<file path="src/rtl/pooling_sched_pkg.sv">
// Shared types for the pooling job scheduler: process-core opcodes, FSM states, instruction layout.
package pooling_sched_pkg;
    localparam logic [3:0] OP_READ_MEM   = 4'b0001;
    localparam logic [3:0] OP_WRITE_SWAP = 4'b0010;
    localparam logic [3:0] OP_ACCUM      = 4'b0011;
    localparam int         SLOT_W        = 4;
    localparam int         INSTR_ADDR_W  = 44;

    typedef enum logic [2:0] {IDLE, ARB, RD, ACC, SWP} sched_state_t;

    typedef struct packed {
        logic [3:0]              opcode;
        logic [INSTR_ADDR_W-1:0] addr;
        logic [15:0]             data;
    } instr_t;
endpackage

</file>
<file path="src/rtl/rr_arbiter.sv">
// Combinational round-robin arbiter: first requester at or after ptr wins.
module rr_arbiter #(
    parameter int N     = 4,
    parameter int IDX_W = (N > 1) ? $clog2(N) : 1
) (
    input  logic [N-1:0]     req,
    input  logic [IDX_W-1:0] ptr,
    output logic [N-1:0]     grant,
    output logic [IDX_W-1:0] idx
);
    int j;

    // Scan from lowest to highest priority so the last hit (closest to ptr) wins.
    always_comb begin
        grant = '0;
        idx   = '0;
        j     = 0;
        for (int i = N - 1; i >= 0; i--) begin
            j = int'(ptr) + i;
            if (j >= N) j = j - N;
            if (req[IDX_W'(j)]) begin
                grant             = '0;
                grant[IDX_W'(j)]  = 1'b1;
                idx               = IDX_W'(j);
            end
        end
    end
endmodule

</file>
<file path="src/rtl/pooling_job_scheduler.sv">
// Sequences embedding-bag pooling jobs onto the process-core instruction port and owns sum slots.
// Optional SCHED_PERF_CNT_EN adds accepted-instruction and stall counters.
module pooling_job_scheduler
    import pooling_sched_pkg::*;
#(
    parameter int NUM_REQ   = 4,
    parameter int NUM_SLOTS = 16,
    parameter int LEN_W     = 8,
    parameter int ADDR_W    = 44
) (
    input  logic                      clk,
    input  logic                      reset,
    input  logic [NUM_REQ-1:0]        req_valid,
    output logic [NUM_REQ-1:0]        req_ready,
    input  logic [NUM_REQ*ADDR_W-1:0] req_addr,
    input  logic [NUM_REQ*LEN_W-1:0]  req_len,
    output logic                      instr_valid,
    output logic [63:0]               instr,
    input  logic                      core_bp,
    input  logic                      slot_release,
    input  logic [3:0]                slot_rel_id,
    output logic                      done_valid,
    output logic [2:0]                done_req_id,
    output logic [3:0]                done_slot,
    output logic [NUM_SLOTS-1:0]      slots_free,
    output logic                      busy
`ifdef SCHED_PERF_CNT_EN
    ,
    output logic [31:0]               perf_instr_cnt,
    output logic [31:0]               perf_stall_cnt
`endif
);
    localparam int PTR_W = $clog2(NUM_REQ);

    sched_state_t         state, state_d;
    logic [PTR_W-1:0]     rr_ptr, gnt_idx, job_id;
    logic [NUM_REQ-1:0]   gnt;
    logic [ADDR_W-1:0]    base_addr, sel_addr, row_addr;
    logic [LEN_W-1:0]     job_len, sel_len, row_k;
    logic [SLOT_W-1:0]    job_slot, alloc_slot;
    logic [NUM_SLOTS-1:0] alloc_mask, rel_mask;
    logic                 grant_fire, accept, last_row;
    instr_t               instr_s;

    rr_arbiter #(.N(NUM_REQ), .IDX_W(PTR_W)) u_arb (
        .req   (req_valid),
        .ptr   (rr_ptr),
        .grant (gnt),
        .idx   (gnt_idx)
    );

    assign sel_addr    = req_addr[int'(gnt_idx)*ADDR_W +: ADDR_W];
    assign sel_len     = req_len[int'(gnt_idx)*LEN_W +: LEN_W];
    assign grant_fire  = (state == ARB) && (|gnt);
    assign req_ready   = grant_fire ? gnt : '0;
    assign instr_valid = (state == RD) || (state == ACC) || (state == SWP);
    assign accept      = instr_valid && !core_bp;
    assign busy        = (state != IDLE);
    assign row_addr    = base_addr + ADDR_W'(row_k);
    assign last_row    = ({1'b0, row_k} + (LEN_W+1)'(1)) >= {1'b0, job_len};
    assign instr       = instr_s;

    // Lowest-index free slot.
    always_comb begin
        alloc_slot = '0;
        for (int i = NUM_SLOTS - 1; i >= 0; i--)
            if (slots_free[i]) alloc_slot = SLOT_W'(i);
    end

    // Release is judged against the pre-update bitmap, so a slot freed this cycle is not reallocated.
    always_comb begin
        alloc_mask = '0;
        rel_mask   = '0;
        if (grant_fire) alloc_mask[alloc_slot] = 1'b1;
        if (slot_release && !slots_free[slot_rel_id]) rel_mask[slot_rel_id] = 1'b1;
    end

    always_comb begin
        state_d = state;
        instr_s = '0;
        case (state)
            IDLE: if ((|req_valid) && (|slots_free)) state_d = ARB;
            ARB: begin
                if (|gnt) state_d = (sel_len != '0) ? RD : SWP;
                else      state_d = IDLE;
            end
            RD: begin
                instr_s = '{opcode: OP_READ_MEM, addr: INSTR_ADDR_W'(row_addr), data: 16'h0};
                if (!core_bp) state_d = ACC;
            end
            ACC: begin
                instr_s = '{opcode: OP_ACCUM, addr: '0, data: 16'(job_slot)};
                if (!core_bp) state_d = last_row ? SWP : RD;
            end
            SWP: begin
                instr_s = '{opcode: OP_WRITE_SWAP, addr: '0, data: 16'(job_slot)};
                if (!core_bp) state_d = IDLE;
            end
            default: state_d = IDLE;
        endcase
    end

    always_ff @(posedge clk or posedge reset) begin
        if (reset) begin
            state       <= IDLE;
            rr_ptr      <= '0;
            slots_free  <= '1;
            base_addr   <= '0;
            job_len     <= '0;
            job_slot    <= '0;
            job_id      <= '0;
            row_k       <= '0;
            done_valid  <= 1'b0;
            done_req_id <= '0;
            done_slot   <= '0;
        end else begin
            state      <= state_d;
            slots_free <= (slots_free & ~alloc_mask) | rel_mask;
            done_valid <= 1'b0;
            if (grant_fire) begin
                base_addr <= sel_addr;
                job_len   <= sel_len;
                job_slot  <= alloc_slot;
                job_id    <= gnt_idx;
                row_k     <= '0;
                rr_ptr    <= (gnt_idx == PTR_W'(NUM_REQ - 1)) ? '0 : gnt_idx + PTR_W'(1);
            end
            if (state == ACC && !core_bp) row_k <= row_k + LEN_W'(1);
            if (state == SWP && !core_bp) begin
                done_valid  <= 1'b1;
                done_req_id <= 3'(job_id);
                done_slot   <= job_slot;
            end
        end
    end

`ifdef SCHED_PERF_CNT_EN
    always_ff @(posedge clk or posedge reset) begin
        if (reset) begin
            perf_instr_cnt <= '0;
            perf_stall_cnt <= '0;
        end else begin
            if (accept)                  perf_instr_cnt <= perf_instr_cnt + 32'd1;
            if (instr_valid && core_bp)  perf_stall_cnt <= perf_stall_cnt + 32'd1;
        end
    end
`endif
endmodule

</file>
<file path="config.mk">
export PLATFORM = sky130hd
export DESIGN_NAME = pooling_job_scheduler
export DESIGN_NICKNAME = d
export VERILOG_FILES = /design/src/rtl/pooling_sched_pkg.sv /design/src/rtl/rr_arbiter.sv /design/src/rtl/pooling_job_scheduler.sv
export SDC_FILE = /design/constraint.sdc
export NUM_CORES = 1
export LEC_CHECK = 0
export ABC_AREA = 1
export CAP_MARGIN = 30
export CORE_ASPECT_RATIO = 0.6
export CORE_MARGIN = 1.5
export CORE_UTILIZATION = 40
export DETAILED_ROUTE_END_ITERATION = 10
export GPL_TIMING_DRIVEN = 0
export PLACE_DENSITY = 0.74
export SLEW_MARGIN = 40
export SYNTH_ARGS = -nofsm -noshare
export SYNTH_HDL_FRONTEND = slang
export SYNTH_SLANG_ARGS = --single-unit
</file>
<file path="constraint.sdc">
create_clock -name clk -period 7 [get_ports clk]
set_input_delay 1.4 -clock clk [delete_from_list [all_inputs] [get_ports clk]]
set_output_delay 1.4 -clock clk [all_outputs]
set_load 0.005 [all_outputs]
</file>
## Yosys cells after proc, flatten, opt, wreduce, memory -nomap -nowiden

Index checks and enable logic that the tools add are counted.

| word-level totals | value |
|---|---|
| output and inout port bits | 94 |
| register bits | 94 |
| memories | 0 |
| logic and storage cells | 147 |
| RAM bits | 0 |
| bits in latches | 0 |
| memory bits (read-only) | 0 |

| cells by class | value |
|---|---|
| div/mod/pow operators | 0 |
| add/sub/neg operators | 11 |
| $lt $le $gt $ge | 17 |
| bitwise operators | 3 |
| shift-type cells | 2 |
| mux-type cells | 70 |
| multiply operators | 1 |
| equality and inequality tests | 9 |
| reduce and logical (&&, ||, !) cells | 23 |

Operator list:

| kind | number |
|---|---|
| 62-bit case mux with 3 select lines | 1 |
| 176-bit by 9-bit variable part select with 44-bit output | 1 |
| 4-bit 2-to-1 mux | 21 |
| 44-bit by 8-bit adder with 44-bit output | 1 |
| 16-bit 2-to-1 mux | 2 |
| 32-bit by 6-bit variable part select with 8-bit output | 1 |
| 3-bit 2-to-1 mux | 7 |
| 2-bit 2-to-1 mux | 9 |
| 16-bit bitwise AND | 1 |
| 2-bit by 4-bit less-than comparator with 1-bit output, second input constant | 4 |
| 1-bit 2-to-1 mux | 16 |
| 8-bit 2-to-1 mux | 2 |
| 16-bit NOT | 1 |
| 16-bit bitwise OR | 1 |
| 16-bit OR reduction | 1 |
| 3-bit case mux with 5 select lines | 1 |
| 1-bit logical AND | 11 |
| 4-bit by 5-bit less-than comparator with 1-bit output, second input constant | 2 |
| 8-bit by 1-bit adder with 9-bit output, second input constant | 1 |
| 3-bit >= comparator, second input constant | 3 |
| 9-bit by 8-bit >= comparator with 1-bit output | 1 |
| 8-bit by 1-bit adder with 8-bit output, second input constant | 1 |
| 1-bit binary-select mux with 2-bit select | 4 |
| 1-bit demux with 2-bit select | 4 |
| 23 further kinds | 39 |

## Longest topological paths before layout

Gate-level depths: netlist of run 1.

| logic depth | value |
|---|---|
| word-level depth | 24 |
| mapped depth | 21 |

## Hierarchy

A second synthesis of run 1 with hierarchy kept.

| unflattened totals | value |
|---|---|
| cells, all modules | 1,252 |
| area, all modules | 8,077.7 µm² |

By module, submodules not included:

| module | area an instance (µm²) | times used | cells each |
|---|---|---|---|
| pooling_job_scheduler | 7,543.5 | 1 | 1,149 |
| rr_arbiter | 534.3 | 1 | 103 |

## Least setup slack after synthesis of run 1

Ideal clock, no wire load.

| timing path | value |
|---|---|
| path type | input to output |
| from | input req_valid[0] |
| to | output req_ready[0] |
| cell stages on the path | 14 |
| arrival time | 2.689 ns |
| path buffers | 2 |
| path slack | 2.911 ns |
| cells stage by stage | inv_1 > nand2_1 > nand3_2 > nand2_2 > inv_2 > nand2_1 > o21ai_1 > nand2_1 > a21oi_1 > nand2_2 > nand2_4 > buf_8 > buf_4 > a21oi_1 |

| on the way | value |
|---|---|
| longest elaborated chain between the ends | 10 |

Ends and longest elaborated chain:

| item | RTL line | source |
|---|---|---|
| start, declared | pooling_job_scheduler.sv:13 | `input logic [NUM_REQ-1:0] req_valid,` |
| 1-bit binary-select mux with 2-bit select | rr_arbiter.sv:21 | `if (req[IDX_W'(j)]) begin` |
| 1-bit 2-to-1 mux (implied by the code) (2 in series) | rr_arbiter.sv:21 |  |
| 4-bit 2-to-1 mux (3 in series) | rr_arbiter.sv:21 |  |
| 4-bit 2-to-1 mux (*) | rr_arbiter.sv:21 |  |
| 4-bit OR reduction | pooling_job_scheduler.sv:54 | `assign grant_fire = (state == ARB) && (\|gnt);` |
| 1-bit logical AND | pooling_job_scheduler.sv:54 |  |
| 4-bit 2-to-1 mux (*) | pooling_job_scheduler.sv:55 | `assign req_ready = grant_fire ? gnt : '0;` |
| end, declared | pooling_job_scheduler.sv:14 | `output logic [NUM_REQ-1:0] req_ready,` |

Every way passes the cells marked *; elsewhere a longest branch is shown, timed or not. The select of a mux whose other input is x is not followed.

## Final worst setup path of run 1

| timing path | value |
|---|---|
| from | input req_valid[0] |
| to | output req_ready[3] |

The elaborated chain is that of the path after synthesis.

==> impl_metrics.json, run 1 <==
{
  "drive_gt1_share_pct": 7.99,
  "cts_buffers": 9,
  "totalPowerFinal_mw": 5.96,
  "status": "finished, final reports clean",
  "drt-initial-drc-count": 1264,
  "synth_area_sq_um": 8050,
  "worstPathRequired_ns": 5.60,
  "skew_ns": 0.00846,
  "path_common_cell": "nand2_1",
  "wl_per_cell_microns": 19.5,
  "drtPass1Iterations": 6,
  "synth-async-reset-ratio_pct": 100,
  "grt_max_degree": 71,
  "gr-total-overflow": 0,
  "ys.warnings.count": 0,
  "grt_pass1_vias": 9336,
  "via_per_inst": 5.50,
  "placed_cells": 1840,
  "die_h_microns": 113,
  "wl_microns": 36200,
  "n_antenna_cell": 0,
  "vias": 10200,
  "nFillCells": 1820,
  "tns_ns": 0,
  "fmax_ghz": 0.179,
  "cp_data_arrival_time_ns": 4.20,
  "die_w_microns": 186,
  "rsz0062_at_grt": "false",
  "crit_fanout": 10,
  "post_cts_resized": 0,
  "instances_no_fill": 1856,
  "cts_tree": "done",
  "cellPowerDensity_nw_per_um2": 506,
  "grt_first_pass_wirelength_microns": 53800,
  "core-area_sq_um": 19400,
  "multiInputGateArea_sq_um": 4800,
  "initial_core_util_pct": 41.5,
  "gp_congestion": 1.05,
  "ioPinCount": 314,
  "clock-root-buffer": "clkbuf_16",
  "rows": 39,
  "yosysSeqAreaShare_pct": 29.5,
  "synth_edf_count": 0,
  "min_period_over_period_pct": 80.0,
  "slew_headroom_pct": 45.0,
  "hold_viol": 0,
  "clock_sinks": 94,
  "final-seq-area_sq_um": 2370,
  "ys_ff_latch": 94,
  "path_clk_slew_ns": 0.07,
  "drtAntennaViolNets": 0,
  "drc": 0,
  "path_cells": "clkdlybuf4s50_1 -> inv_1 -> nand2_1 -> nand2_1 -> nor2_1 -> nand3_1 -> nand2_1 -> nand2_1 -> nand3_1 -> nand2_1 -> nand2_1 -> inv_1 -> nand2_2 -> nand2_4 -> inv_4 -> buf_2 -> nand3_1 -> inv_1 -> clkdlybuf4s50_1",
  "max-vdd-ir-drop_mv": 0.334,
  "cts_max_level": 3,
  "cp-end-kind": "primary output",
  "slew_violations": 0,
  "leakagePower_nw": 5.24,
  "setup_viol": 0,
  "worstMarginPinSlew_ns": 0.823,
  "synthDistinctLibCells": 43,
  "cts_buffer_depth": 2,
  "synth_top_flop_cell": "dfrtp_1",
  "final_nets": 1831,
  "antenna_found_initial": 0,
  "slowest_stage": "clkdlybuf4s50_1",
  "min_period_ns": 5.60,
  "clock_latency_ns": 0.34,
  "path_class": "in -> out",
  "grt_util_all_layers_pct": 34.2,
  "syn_inst": 1261,
  "areaGrowthSynthToFinish_pct": 46.5,
  "hp-class": "reg -> reg",
  "place_hpwl_microns": 30000,
  "fin_util_pct": 60.8,
  "ctsHoldBuffers": 0,
  "cap_violations": 0,
  "post-cts-setup-buffer-count": 0,
  "syn_area_per_cell_sq_um": 6.38,
  "max_stage_delay_ns": 0.53,
  "cp-start-kind": "input pin",
  "die_area_sq_um": 21000,
  "portBuffers": 298
}
## placed cells by master (no fill, tap or decap), types with 11 or more instances in the layout
cell type,instances
o21ai_1,33
nand2_2,12
nand2_1,307
clkdlybuf4s50_1,298
o22ai_1,53
nor2_1,172
a21oi_1,45
ha_1,25
dfrtp_1,78
buf_4,19
nand4_1,13
nand3_1,74
buf_2,25
dfstp_2,16
conb_1,15
nor3_1,20
clkbuf_1,14
xor2_1,11
o21ai_0,154
inv_1,120
## path summary, 6_finish.rpt
| check | start | to | slack (ns) | depth (start not counted) |
|---|---|---|---|---|
| worst max-delay path | req_valid[0] | req_ready[3] | 1.40 | 19 |
| worst min-delay path | slots_free[4] | slots_free[4] | 0.49 | 2 |
| worst max register to register | rr_ptr[1] | base_addr[38] | 3.64 | 15 |
| worst min register to register | slots_free[4] | slots_free[4] | 0.49 | 2 |
| max in group asynchronous | reset | slots_free[12] | 4.95 | 3 |
| min in group asynchronous | reset | done_slot[3] | 1.39 | 2 |
## metal layers
metal,GRT usage (%),up-vias,part of all wire (%)
met5,0,-,0
met4,6.24,0,1.5
met3,11.5,52,13
met2,46.4,624,40
met1,52.1,4743,46
li1,-,4794,-
## flip-flops by register name, indices dropped and copies added (netlist names)
| register | cells |
|---|---|
| rr_ptr | 2 |
| done_valid | 1 |
| base_addr | 44 |
| job_len | 8 |
| slots_free | 16 |
| row_k | 8 |
| state | 3 |
| done_req_id | 2 |
| done_slot | 4 |
| job_slot | 4 |
| job_id | 2 |
## cell usage after synthesis, types with 16 or more instances
| cell type | number | area share [%] |
|---|---|---|
| dfstp_2 | 16 | 5.2 |
| ha_1 | 25 | 3.9 |
| nor3_1 | 20 | 1.2 |
| inv_1 | 121 | 5.6 |
| buf_4 | 19 | 1.8 |
| a21oi_1 | 45 | 2.8 |
| nor2_1 | 172 | 8.0 |
| nand3_1 | 74 | 4.6 |
| buf_2 | 25 | 1.6 |
| o21ai_1 | 33 | 2.1 |
| dfrtp_1 | 78 | 24 |
| o21ai_0 | 154 | 9.6 |
| o22ai_1 | 53 | 4.1 |
| nand2_1 | 307 | 14 |
## worst max-delay path: cells and delay by family
family                 cells  cell delay, ns
buffers and inverters      7            1.68
AND/OR/NAND/NOR           12            1.11
## cells by family after synthesis
family / synth area share [%]
AO/OA/AOI/OAI: 20.2
XOR/XNOR: 1.31
adder cells (fa/ha/maj): 4.14
buffers and inverters: 11.5
flip-flops: 29.5
other: 0.0466
AND/OR/NAND/NOR: 33.3
## metrics by stage
step / cell area (sq um) / setup WS [ns] / hold slack (ns)
after floorplan: 8100 / 2.91 / 0.449
after global placement: 11400 / 1.46 / 0.460
after detailed placement: 11400 / 1.44 / 0.475
after CTS: 11800 / 1.44 / 0.487
after global routing: 11800 / 1.20 / 0.511
final: 11800 / 1.40 / 0.486
## final cells by class
cell class / count / area share, %
clock buffer: 13 / 2.29
sequential: 94 / 20.1
clock inverter: 3 / 0.552
timing repair buffer: 299 / 25.5
buffer: 66 / 3.58
multi-input combinational: 983 / 40.7
tap: 266 / 2.82
inverter: 132 / 4.35
## power breakdown
group	internal [mW]	switching (mW)	total (mW)	leakage (nW)
combinational	1.50	2.79	4.29	3.93
clock	0.342	0.214	0.556	0.166
sequential	0.834	0.281	1.12	1.15
total	2.68	3.28	5.96	5.24
Note: power is estimated with default switching activity, not from simulation.
==> run 2: changes to the inputs <==
==> constraint.sdc (replaced) <==
create_clock -name clk -period 5.7 [get_ports clk]
set_input_delay 1.14 -clock clk [delete_from_list [all_inputs] [get_ports clk]]
set_output_delay 1.14 -clock clk [all_outputs]
set_load 0.005 [all_outputs]
==> results of run 2 <==
Same layout as run 1 (identical final DEF). Status: finished, final reports clean.
Among the figures that moved: setup slack after placement 1.44 ns -> 0.657 ns; setup slack after layout 1.40 ns -> 0.380 ns; start point of the critical path req_valid[0] -> row_k[0]; end point of the critical path req_ready[3] -> instr[48]; register-to-register setup slack 3.64 ns -> 2.34 ns; total power 5.96 mW -> 7.32 mW; worst IR drop on VDD 0.334 mV -> 0.410 mV
==> run 3: changes to the inputs <==
--- a/config.mk
+++ b/config.mk
@@ -12,7 +12,7 @@
 export CORE_UTILIZATION = 40
 export DETAILED_ROUTE_END_ITERATION = 10
 export GPL_TIMING_DRIVEN = 0
-export PLACE_DENSITY = 0.74
+export PLACE_DENSITY_LB_ADDON = 0.1
 export SLEW_MARGIN = 40
 export SYNTH_ARGS = -nofsm -noshare
 export SYNTH_HDL_FRONTEND = slang
==> impl_metrics.json, run 3 (same netlist as run 1, synthesis figures left out) <==
{
  "multiInputGateArea_sq_um": 4800,
  "grt_pass1_vias": 9155,
  "crit_path_end": "req_ready[3]",
  "grt_first_pass_wirelength_microns": 52300,
  "setup_viol": 0,
  "path_delay_family": "buffers and inverters",
  "gp_congestion": 0.984,
  "grt_util_all_layers_pct": 33.0,
  "largest_reg_flops": 44,
  "drc": 0,
  "cp_data_arrival_time_ns": 4.05,
  "max-vdd-ir-drop_mv": 0.347,
  "hold_viol": 0,
  "ff2ff_setup_slack_ns": 2.42,
  "place_hpwl_microns": 28100,
  "design_area_sq_um": 11700,
  "areaGrowthSynthToFinish_pct": 46.0,
  "slowest_stage": "clkdlybuf4s50_1",
  "totalPowerFinal_mw": 7.21,
  "via_per_inst": 5.38,
  "layout_common_cells": "nand2_1, clkdlybuf4s50_1, nor2_1",
  "portBuffers": 298,
  "worstPathRequired_ns": 4.56,
  "clock_latency_ns": 0.36,
  "cts_max_level": 3,
  "slew_headroom_pct": 50.9,
  "leakagePower_nw": 5.22,
  "r2r_end": "base_addr[0]",
  "drive_gt1_share_pct": 7.99,
  "path_common_cell": "nand2_1",
  "final_nets": 1831,
  "gr-total-overflow": 0,
  "cts_buffer_depth": 2,
  "cp-end-kind": "primary output",
  "clock-root-buffer": "clkbuf_16",
  "path_cells": "clkdlybuf4s50_1 -> inv_1 -> nand2_1 -> nand2_1 -> nor2_1 -> nand3_1 -> nand2_1 -> nand2_1 -> nand3_1 -> nand2_1 -> nand2_1 -> inv_1 -> nand2_2 -> nand2_4 -> inv_4 -> buf_2 -> nand3_1 -> inv_1 -> clkdlybuf4s50_1",
  "fmax_ghz": 0.193,
  "postPlaceCellArea_sq_um": 11400,
  "path_buf_inv": 7,
  "hp-class": "reg -> reg",
  "grt_max_degree": 50,
  "wl_microns": 34600,
  "cellPowerDensity_nw_per_um2": 614,
  "wl_per_cell_microns": 18.6,
  "cap_violations": 0,
  "crit_fanout": 10,
  "drtAntennaViolNets": 0,
  "cp-start-kind": "input pin",
  "die_w_microns": 186,
  "skew_ns": 0.0123,
  "crit_cells": 19,
  "largestRegisters": "base_addr x44, slots_free x16",
  "ctsHoldBuffers": 0,
  "cts_buffers": 9,
  "crit_start": "req_valid[0]",
  "core-area_sq_um": 19400,
  "status": "finished, final reports clean",
  "post-cts-setup-buffer-count": 0,
  "die_area_sq_um": 21000,
  "post_cts_resized": 0,
  "nFillCells": 1872,
  "clock_sinks": 94,
  "min_period_ns": 5.19,
  "initial_core_util_pct": 41.5,
  "ioPinCount": 314,
  "drt-initial-drc-count": 1057,
  "cts_tree": "done",
  "min_period_over_period_pct": 91.0,
  "antenna_found_initial": 0,
  "reg2reg_from": "rr_ptr[1]",
  "path_class": "in -> out",
  "final-seq-area_sq_um": 2370,
  "hold_ws_ns": 0.493,
  "path_clk_slew_ns": 0.07,
  "rows": 39,
  "rsz0062_at_grt": "false",
  "n_antenna_cell": 0,
  "largest-register": "base_addr",
  "layout_commonest_cell": "nand2_1",
  "worstMarginPinSlew_ns": 0.730,
  "slew_violations": 0,
  "reg2regPathDepth": 15,
  "die_h_microns": 113,
  "tns_ns": 0,
  "drtPass1Iterations": 5,
  "vias": 9983,
  "max_stage_delay_ns": 0.57
}
run 3: metal layers:
| metal | vias up | GRT usage, % | share of wire, % |
|---|---|---|---|
| met5 | - | 0 | 0 |
| met4 | 0 | 7.47 | 1.8 |
| met3 | 38 | 9.53 | 11 |
| met2 | 535 | 45.9 | 40 |
| met1 | 4614 | 49.8 | 47 |
| li1 | 4796 | - | - |
run 3: how the worst min path moves through the flow:
stage / startpoint / to / cells past startpoint
2_1_floorplan: job_id[1] / done_req_id[1] / 2
3_3_place_gp: job_len[2] / job_len[2] / 2
3_5_place_dp: base_addr[7] / base_addr[7] / 2
4_1_cts: base_addr[7] / base_addr[7] / 2
5_1_grt: slots_free[4] / slots_free[4] / 2
6_report: base_addr[7] / base_addr[7] / 2
run 3: cell type report:
type,count,area share [%]
Clock buffer,11,2.16
Tap cell,266,2.83
Multi-Input combinational cell,983,40.9
Sequential cell,94,20.2
Inverter,132,4.37
Clock inverter,5,0.352
Buffer,66,3.59
Timing Repair Buffer,299,25.6
run 3: power breakdown:
group          switching, mW  internal, mW  total (mW)
logic                   3.39          1.84        5.24
registers              0.327          1.02        1.35
clock network          0.293         0.327       0.620
total                   4.01          3.20        7.21
run 3: per-stage QoR:
stage | std cells | worst slack [ns] | util [%]
after detailed placement | 1840 | 0.569 | 59.1
after global placement | 1839 | 0.524 | 58.9
after global routing | 1856 | 0.318 | 60.6
after floorplan | 1275 | 2.13 | -
after CTS | 1856 | 0.561 | 60.6
final | 1856 | 0.512 | 60.6
run 3: worst min-delay path, delay by kind of cell (launching register included):
kind,cells,cell delay [ns]
AND/OR/NAND/NOR,2,0.11
flip-flops,1,0.35
==> RTL edit 1: new RTL, config.mk and constraints of run 2 <==
Encoding of `sched_state_t`: now one-hot (5 bits for 5 states).
--- a/src/rtl/pooling_sched_pkg.sv
+++ b/src/rtl/pooling_sched_pkg.sv
@@ -6,7 +6,7 @@
     localparam int         SLOT_W        = 4;
     localparam int         INSTR_ADDR_W  = 44;
 
-    typedef enum logic [2:0] {IDLE, ARB, RD, ACC, SWP} sched_state_t;
+    typedef enum logic [4:0] {IDLE = 5'b00001, ARB = 5'b00010, RD = 5'b00100, ACC = 5'b01000, SWP = 5'b10000} sched_state_t;
 
     typedef struct packed {
         logic [3:0]              opcode;
Behaviour: no difference found for any inputs over 4 cycles, from zero or initial values and one cycle with reset high; so few cycles prove little.
==> RTL edit 1 against run 2 <==
Wire length down 1.2%. Worst hold slack improved by 3.3 ps. Sequential cell count increased by 2. Setup slack improved by 430 ps. Final area about the same. Area after synthesis rose by 0.47%. Clock skew up 2.3 ps. Power shrank 12%. Largest cell class unchanged.
==> RTL edit 1: results (changes against run 2) <==
metric	value	unit	change
Detail Placement HPWL	29.96	mm	was 30.02 mm
Comb group	4.51	mW	was 5.27 mW
cell family with the largest share of critical-path delay	buffers and inverters		was simple AND/OR/NAND/NOR gates
routing usage on met3	0.08592		was 0.1149
via count	10140		was 10210
status	completed		unchanged
final WL	35.77	mm	was 36.21 mm
Post-Synthesis Cells	1267		was 1261
row cnt	40		was 39
wire length on met1	17.59	mm	was 16.53 mm
clk_lat worst skew	360	ps	was 340 ps
Distinct cells, synth	44		was 43
min-delay src	done_slot[3]		was slots_free[4]
GRT met1 Usage	0.5290		was 0.5213
non-clk buf share	0.2873		was 0.2912
Final GP Congestion	0.9782		was 1.052
Post-Layout Cell Count	1869		was 1856
Final nets	1837		was 1831
first-pass GRT wire length	53.31	mm	was 53.82 mm
Worst setup endpoint	req_ready[1]		was instr[48]
CTS Sinks	96		was 94
initial antenna violation count	2		was 0
fin crit period	4887	ps	was 5320 ps
GR Layer Usage met2	0.4371		was 0.4639
Power per Cell Area	546.9	nW/um2	was 621.3 nW/um2
Crit Path Max Fanout	10		was 6
Multi-input gate area	4810	um2	was 4800 um2
FF-to-FF End	base_addr[10]		was base_addr[38]
sequential cell area share	0.2056		was 0.2013
invs w/o clock	139		was 132
utilization after layout	0.5919		was 0.6083
Worst Skew	10.76	ps	was 8.460 ps
layout cells sized above 1	0.07393		was 0.07987
largest net degree at the start of global routing	75		was 71
hold worst-path end	done_slot[3]		was slots_free[4]
Fillers	1999		was 1820
Switching Share	0.5682		was 0.5504
pre-CTS WS	815.3	ps	was 657.0 ps
hold slack	489.7	ps	was 486.4 ps
maximum VDD drop	0.0002689	V	was 0.0004102 V
worst path arrival time	3750	ps	was 4180 ps
top sig layer	met5		was met4
wire length on met2	13.47	mm	was 14.34 mm
Largest stage delay, worst path	520	ps	was 570 ps
relative slew slack	0.5005		was 0.4496
[RTL edit 1: changes by cell type after synthesis, moves of 7 or more]
cell / delta
nand2_1: -13
nor3_1: +7
inv_1: +7
nand3_1: +8
[RTL edit 1: worst reg2reg max path, cell delays in order, from the launching register on]
cell and delay (ps):
dfrtp_1 580, inv_2 200, ha_1 360, inv_1 100
nand3_2 100, inv_2 90, nand2_1 50, nand2_1 100
nor2_4 90, inv_2 170, buf_6 170, clkbuf_1 470
o21ai_0 270, o22ai_1 290, nand2_1 200, o21ai_1 110
[RTL edit 1: logic make-up after synthesis]
| kind of cell | share of synthesized area |
|---|---|
| xor gates and xnor gates | 0.01950 |
| DFF | 0.2998 |
| other | 0.0004639 |
| and+or+nand+nor | 0.3286 |
| buffers and inverters | 0.1124 |
| adders and majority gates | 0.04117 |
| AOI/OAI and AO/OA | 0.1981 |
==> RTL edit 2: new RTL, flow settings as in run 2 <==
Made on the original files. Add a define of `SCHED_PERF_CNT_EN`.
--- a/src/rtl/pooling_job_scheduler.sv
+++ b/src/rtl/pooling_job_scheduler.sv
@@ -1,5 +1,7 @@
 // Sequences embedding-bag pooling jobs onto the process-core instruction port and owns sum slots.
 // Optional SCHED_PERF_CNT_EN adds accepted-instruction and stall counters.
+`define SCHED_PERF_CNT_EN
+
 module pooling_job_scheduler
     import pooling_sched_pkg::*;
 #(
Check against the original RTL (old outputs only; new: perf_instr_cnt and perf_stall_cnt): same outputs for any inputs over 4 cycles, from zero or initial values and one cycle with reset high; that may be too few to reach the edited logic, so the function may still have changed.
==> RTL edit 2 against run 2 <==
Sequential power grew 39%. Wire length grew 27%. Final area grew 35%. Critical path type unchanged. Power grew 18%. Register-to-register slack lost 350 ps. Setup slack gained 140 ps. Highest routed layer is now met5. Area after synthesis grew 38%. Sequential cell count grew 64.
==> RTL edit 2: results (changes against run 2) <==
metric	value	unit	change
relative slew slack	0.4281		was 0.4496
hold slack	485.9	ps	was 486.4 ps
DRT iter0 DRCs	1244		was 1264
Hold WC Path Type	register to register		unchanged
Crit Path Max Fanout	7		was 6
Final nets	2229		was 1831
Post-DP Area	15270	um2	was 11450 um2
status	completed		unchanged
Largest stage delay, worst path	550	ps	was 570 ps
compound-cell area share of the yosys netlist	0.1268		was 0.2021
largest registers	base_addr (44), perf_instr_cnt (32), perf_stall_cnt (32)		was base_addr (44), slots_free (16)
via count	12680		was 10210
Fillers	2539		was 1820
I/O Buffers	362		was 298
all-layer global routing usage	0.3148		was 0.3423
initial antenna violation count	2		was 0
Distinct cells, synth	50		was 43
Final GP Congestion	0.9931		was 1.052
Pleak	7.147	nW	was 5.245 nW
total iterations of the first detailed-routing run	5		was 6
wire length on met2	18.49	mm	was 14.34 mm
total CTS buffers	17		was 9
layout cells sized above 1	0.06971		was 0.07987
Syn Area/Cell	6.998	um2	was 6.381 um2
XOR/XNOR Fraction of Synth Area	0.06400		was 0.01306
sequential-to-total area share from yosys stat	0.3585		was 0.2948
final WL	45.96	mm	was 36.21 mm
R2R setup slack	1990	ps	was 2340 ps
largest net degree at the start of global routing	76		was 71
top sig layer	met5		was met4
top_reg_cell synth	dfrtp_1		unchanged
vias in the first global route	11850		was 9336
Switching Share	0.5333		was 0.5504
htree depth	4		was 3
cell family with the largest share of critical-path delay	compound AO/OA/AOI/OAI gates		was simple AND/OR/NAND/NOR gates
Post-Layout Cell Count	2354		was 1856
Detail Placement HPWL	37.88	mm	was 30.02 mm
maximum VDD drop	0.0003887	V	was 0.0004102 V
top cells by count, synth	nand2_1, nor2_1, inv_1		was nand2_1, nor2_1, o21ai_0
Synth Area in Adders	0.03228		was 0.04136
pre-CTS WS	611.5	ps	was 657.0 ps
Worst Skew	14.27	ps	was 8.460 ps
first-pass GRT wire length	69.23	mm	was 53.82 mm
Synth area leaders	dfrtp_1, nand2_1, nor2_1		was dfrtp_1, nand2_1, o21ai_0
## RTL edit 2: changes by cell type after synthesis, moves of 21 or more
cell     change
o22ai_1     -31
o32ai_1     +32
nand2_1     +70
xnor2_1     +21
dfrtp_1     +64
inv_1       +33
xor2_1      +48
o21ai_1     -32
nor2_1      +83
## RTL edit 2: area by class of cell
| cell class | instances | area (um2) | share of cell area |
|---|---|---|---|
| Multi-Input combinational cell | 1210 | 6178 | 0.3888 |
| Sequential cell | 158 | 3974 | 0.2501 |
| Timing Repair Buffer | 364 | 3679 | 0.2315 |
| Inverter | 163 | 629.4 | 0.03961 |
| Tap cell | 360 | 450.4 | 0.02835 |
| Clock buffer | 17 | 425.4 | 0.02677 |
| Buffer | 67 | 362.8 | 0.02284 |
| Clock inverter | 15 | 190.2 | 0.01197 |
## RTL edit 2: worst paths after layout
path,from,endpoint,depth (start not counted)
max reg2reg,rr_ptr[1],base_addr[10],15
min in group asynchronous,reset,perf_instr_cnt[0],2
min,job_slot[3],job_slot[3],2
max in group asynchronous,reset,slots_free[11],4
min reg2reg,job_slot[3],job_slot[3],2
max,row_k[0],instr[42],11
## RTL edit 2: per-layer routing
layer / global-route usage / vias to the layer above
li1: - / 5959
met1: 0.4860 / 6007
met2: 0.4349 / 648
met3: 0.07682 / 57
met4: 0.07088 / 4
met5: 0 / -
## RTL edit 2: power by group through the flow
| stage | clock network (mW) | registers, mW | logic, mW |
|---|---|---|---|
| after global placement | 0 | 1.91 | 5.32 |
| after CTS | 1.21 | 1.89 | 5.44 |
| after global routing | 1.26 | 1.95 | 6.04 |
| final | 1.20 | 1.91 | 5.56 |
| after floorplan | 0 | 1.78 | 3.22 |
| after detailed placement | 0 | 1.91 | 5.41 |
